**config.mk**
```make
export PLATFORM = sky130hd
export DESIGN_NAME = mux4_rr_arbiter
export DESIGN_NICKNAME = d
export VERILOG_FILES = /design/src/rtl/mux4_rr_arbiter.sv
export SDC_FILE = /design/constraint.sdc
export NUM_CORES = 1
export LEC_CHECK = 0
export ABC_CLOCK_PERIOD_IN_PS = 6720
export CORE_ASPECT_RATIO = 0.9
export CORE_MARGIN = 2
export CORE_UTILIZATION = 47
export DETAILED_ROUTE_END_ITERATION = 7
export GPL_TIMING_DRIVEN = 0
export PLACE_DENSITY = 0.95
export SKIP_LAST_GASP = 1
export SYNTH_ARGS = -nofsm -noshare
export SYNTH_HDL_FRONTEND = slang
export SYNTH_SLANG_ARGS = --single-unit
```
**constraint.sdc**
```tcl
create_clock -name clk -period 6.72 [get_ports clk]
set_input_delay 2.016 -clock clk [delete_from_list [all_inputs] [get_ports clk]]
set_output_delay 2.016 -clock clk [all_outputs]
set_load 0.01 [all_outputs]
```
**src/rtl/mux4_rr_arbiter.sv**
```systemverilog
// mux4_rr_arbiter
//   Round-robin arbiter that shares one 4:1 data multiplexer among four
//   requesters. The select pair and one-hot grant are registered; the data
//   path is a combinational AND-OR mux gated by valid.
//
// Ports
//   clk   : system clock, all state updates on the rising edge
//   rst   : synchronous reset, active-high
//   req   : per-requester request, held high while the mux is wanted
//   din   : packed data, requester k at [k*DATA_W +: DATA_W]
//   gnt   : registered one-hot grant, zero when idle
//   s1/s0 : registered mux select, {s1,s0} = index of granted requester
//   dout  : selected din slice, forced to zero when nothing is granted
//   valid : high exactly when gnt != 0
module mux4_rr_arbiter #(
    parameter int unsigned DATA_W   = 8,
    parameter int unsigned HOLD_MAX = 4
) (
    input  logic                  clk,
    input  logic                  rst,
    input  logic [3:0]            req,
    input  logic [4*DATA_W-1:0]   din,
    output logic [3:0]            gnt,
    output logic                  s1,
    output logic                  s0,
    output logic [DATA_W-1:0]     dout,
    output logic                  valid
);

    localparam logic [3:0] HoldMax = 4'(HOLD_MAX);

    typedef enum logic [0:0] {StIdle, StGrant} state_e;

    state_e      state_q, state_d;
    logic [3:0]  gnt_q, gnt_d;
    logic [1:0]  sel_q, sel_d;
    logic [3:0]  cnt_q, cnt_d;
    logic [1:0]  last_q, last_d;

    logic [3:0]  others;
    logic [1:0]  win_all, win_oth, win;
    logic        do_grant;

    // First set bit of m scanning upward from last+1; last itself ranks lowest.
    function automatic logic [1:0] pick(input logic [3:0] m, input logic [1:0] last);
        logic [1:0] idx;
        logic [1:0] res;
        res = last;
        for (int i = 4; i >= 1; i--) begin
            idx = last + 2'(i);
            if (m[idx]) begin
                res = idx;
            end
        end
        return res;
    endfunction

    always_comb begin
        state_d  = state_q;
        gnt_d    = gnt_q;
        sel_d    = sel_q;
        cnt_d    = cnt_q;
        last_d   = last_q;
        do_grant = 1'b0;
        win      = 2'd0;

        others  = req & ~(4'b0001 << sel_q);
        win_all = pick(req, last_q);
        win_oth = pick(others, last_q);

        unique case (state_q)
            StIdle: begin
                if (|req) begin
                    do_grant = 1'b1;
                    win      = win_all;
                end
            end
            StGrant: begin
                if (!req[sel_q]) begin
                    if (|others) begin
                        // Back-to-back handover, no idle cycle.
                        do_grant = 1'b1;
                        win      = win_oth;
                    end else begin
                        // Select lines keep their last value while idle.
                        state_d = StIdle;
                        gnt_d   = 4'b0000;
                        cnt_d   = 4'd0;
                    end
                end else if (cnt_q < HoldMax) begin
                    cnt_d = cnt_q + 4'd1;
                end else if (|others) begin
                    do_grant = 1'b1;
                    win      = win_oth;
                end else begin
                    // Nobody else waiting: keep the grant, counter saturates.
                    cnt_d = HoldMax;
                end
            end
            default: begin
                state_d = StIdle;
                gnt_d   = 4'b0000;
                cnt_d   = 4'd0;
            end
        endcase

        if (do_grant) begin
            state_d = StGrant;
            gnt_d   = 4'b0001 << win;
            sel_d   = win;
            cnt_d   = 4'd1;
            last_d  = win;
        end
    end

    always_ff @(posedge clk) begin
        if (rst) begin
            state_q <= StIdle;
            gnt_q   <= 4'b0000;
            sel_q   <= 2'd0;
            cnt_q   <= 4'd0;
            last_q  <= 2'd3;  // requester 0 ranks first after reset
        end else begin
            state_q <= state_d;
            gnt_q   <= gnt_d;
            sel_q   <= sel_d;
            cnt_q   <= cnt_d;
            last_q  <= last_d;
        end
    end

    assign gnt   = gnt_q;
    assign s1    = sel_q[1];
    assign s0    = sel_q[0];
    assign valid = |gnt_q;

    assign dout = (({DATA_W{~s1 & ~s0}} & din[0*DATA_W +: DATA_W]) |
                   ({DATA_W{~s1 &  s0}} & din[1*DATA_W +: DATA_W]) |
                   ({DATA_W{ s1 & ~s0}} & din[2*DATA_W +: DATA_W]) |
                   ({DATA_W{ s1 &  s0}} & din[3*DATA_W +: DATA_W])) & {DATA_W{valid}};

endmodule
```
==> flow_summary.ini <==
[run_status]
status = completed

[synth]
syn-instance-count = 150
ys_seq_area_frac = 0.191
synth_most_common_cell = nor2_1
synth_area_leaders = dfxtp_1, mux4_2, nor2b_1, nor2_1, nand2_1
synth_nets = 189
synth_ff_type = dfxtp_1
ys_warn_count = 0
synthTopCellsByCount = nor2_1, dfxtp_1, nand2_1, nor2b_1, inv_1
synth_edf_count = 0
netlist_area_sq_um = 1360
synth.distinct_cells = 54
async_reset_ff_frac = 0
ys_seq_elements = 13
synth_top_area_frac = 0.191
synth_area_per_cell_sq_um = 9.09
synth_largest_area_cell = dfxtp_1

[cts]
cts_resized = 0
clk_latency_ps = 270
cts_max_level = 1
cts_tree = done
path_clk_slew_ps = 70
holdBufCountCts = 0
cts-root-buf = clkbuf_4
clock_tree.buffer_depth = 2
cts-buffers-inserted = 3
postCtsSetupBuffers = 0
cts.sinks = 13

[setup_path]
path_class = in2out
worst-path-max-fanout = 1
crit_arrival_ps = 3550
crit_required_ps = 4700
critPathLaunchType = primary input
regToRegSetupSlack_ps = 4530
ff2ff_path_depth = 5
worstReg2RegEnd = gnt[1]
endpoint_kind = primary output
worstReg2RegStart = sel_q[0]
crit_end = dout[2]
critPathLaunch = din[10]

[sta]
rsz0062_at_grt = no
worst_slew_pin_slew_ps = 855
finClkSkew_ps = 2.83
finalHoldViolations = 0
setup_viol = 0
slew_violations = 0
period_share = 0.829
fin_setup_tns_ps = 0
fmax_mhz = 180
hold-worst-slack_ps = 515
slew_headroom = 0.425
min_period_ps = 5570

[placed_design]
placed_cell_area_sq_um = 1910
dpl.hpwl_microns = 3210
gp_congestion = 0.883
dp.cells = 240
io_buffer_count = 50

[hold_path]
min_path_type = reg2reg
worstHoldPathCells = 2

[power]
ir_drop_uv = 204
p_per_area_nw_per_um2 = 230
p_leak_nw = 0.698

[routing]
wl_met3_microns = 177
drt-met1-wl_microns = 1640
routed_via_density = 5.84
drtAntennaViolNets = 0
drt_iter0_drc = 68
first_pass_iters = 6
wl_met2_microns = 2180
routed.top_layer = met4
vias = 1425
remaining_drc_errors = 0
routedWlPerCell_microns = 16.6
wl_microns = 4050

[floorplan]
initial_core_util = 0.496
io_pins = 53
chipHeight_microns = 55.1
dieWidth_microns = 60.8
core-area_sq_um = 2750
dieArea_sq_um = 3350
rows = 18

[layout]
final_cell_area_sq_um = 1950
stdcell_count = 244
final_layout_size_suffix_gt1_frac = 0.206
diodes = 0
area_delta_synth_final_pct = 42.8
nets = 244

[grt]
grt_max_degree = 11
antenna_found_initial = 0
grt_pass1_wl_microns = 5800
groute.usage.overall = 0.235
grt_remaining_overflow = 0
grt_pass1_vias = 1224

[flow_run]
cap_violations = 0
## cell usage in the layout (no fill, tap or decap), types with 3 or more instances in the layout
cell type and count:
buf_2 3, mux4_2 8, o211ai_1 4, inv_1 9, clkbuf_1 4, a32oi_1 3, dfxtp_1 13, nor3_1 6
nand2_1 12, o21ai_0 4, nand2b_1 6, a21oi_1 5, nor2_1 14, clkbuf_4 3, mux2_2 3, clkdlybuf4s50_1 50
nor2b_1 10
## layout make-up
class / count / area (sq um)
Multi-Input combinational cell: 117 / 1010
Fill cell: 209 / 801
Timing Repair Buffer: 50 / 500
Sequential cell: 13 / 260
Buffer: 11 / 67.6
Tap cell: 40 / 50.0
Inverter: 9 / 33.8
Clock buffer: 4 / 26.3
## how the worst min path moves through the flow
| stage | start | end | slack (ps) |
|---|---|---|---|
| after floorplan | cnt_q[2] | cnt_q[2] | 460 |
| after global placement | gnt[1] | gnt[1] | 470 |
| after detailed placement | gnt[3] | gnt[3] | 480 |
| after CTS | gnt[3] | gnt[3] | 500 |
| after global routing | cnt_q[2] | cnt_q[2] | 530 |
| final | cnt_q[2] | cnt_q[2] | 510 |
## cells by family after synthesis
| kind of cell | Yosys count | share of synthesized area |
|---|---|---|
| buf+inv | 20 | 0.0743 |
| simple gates | 64 | 0.272 |
| mux | 11 | 0.157 |
| compound gates | 40 | 0.277 |
| flops | 13 | 0.191 |
| fa+ha+maj | 1 | 0.00917 |
| xor+xnor | 1 | 0.0202 |
## sequential cells by signal, indices dropped and copies added, names as in the netlist
register  flops
cnt_q         4
gnt           4
last_q        2
sel_q         2
state_q       1
## power by group
group | switching [mW] | total, mW | internal [mW] | leakage (nW)
Combinational | 0.144 | 0.301 | 0.157 | 0.576
Clock | 0.0242 | 0.0472 | 0.0230 | 0.0150
Sequential | 0.0107 | 0.0989 | 0.0882 | 0.107
## metrics by stage
step	util	setup WS [ps]	power (mW)
global placement	0.697	1170	0.390
finish	0.709	1150	0.447
detailed placement	0.697	1130	0.396
CTS	0.706	1130	0.445
floorplan	-	2090	0.286
global route	0.709	1110	0.474
## layer usage
metal | track usage | up-vias
met5 | 0 | -
met4 | 0.0761 | 0
met3 | 0.00930 | 6
met2 | 0.425 | 57
met1 | 0.304 | 690
li1 | - | 672
## critical path: stages
cell	delay, ps
clkdlybuf4s50_1	420
mux4_2	460
nor2b_1	140
clkdlybuf4s50_1	510
No activity file was read; power rests on OpenSTA's default activity.
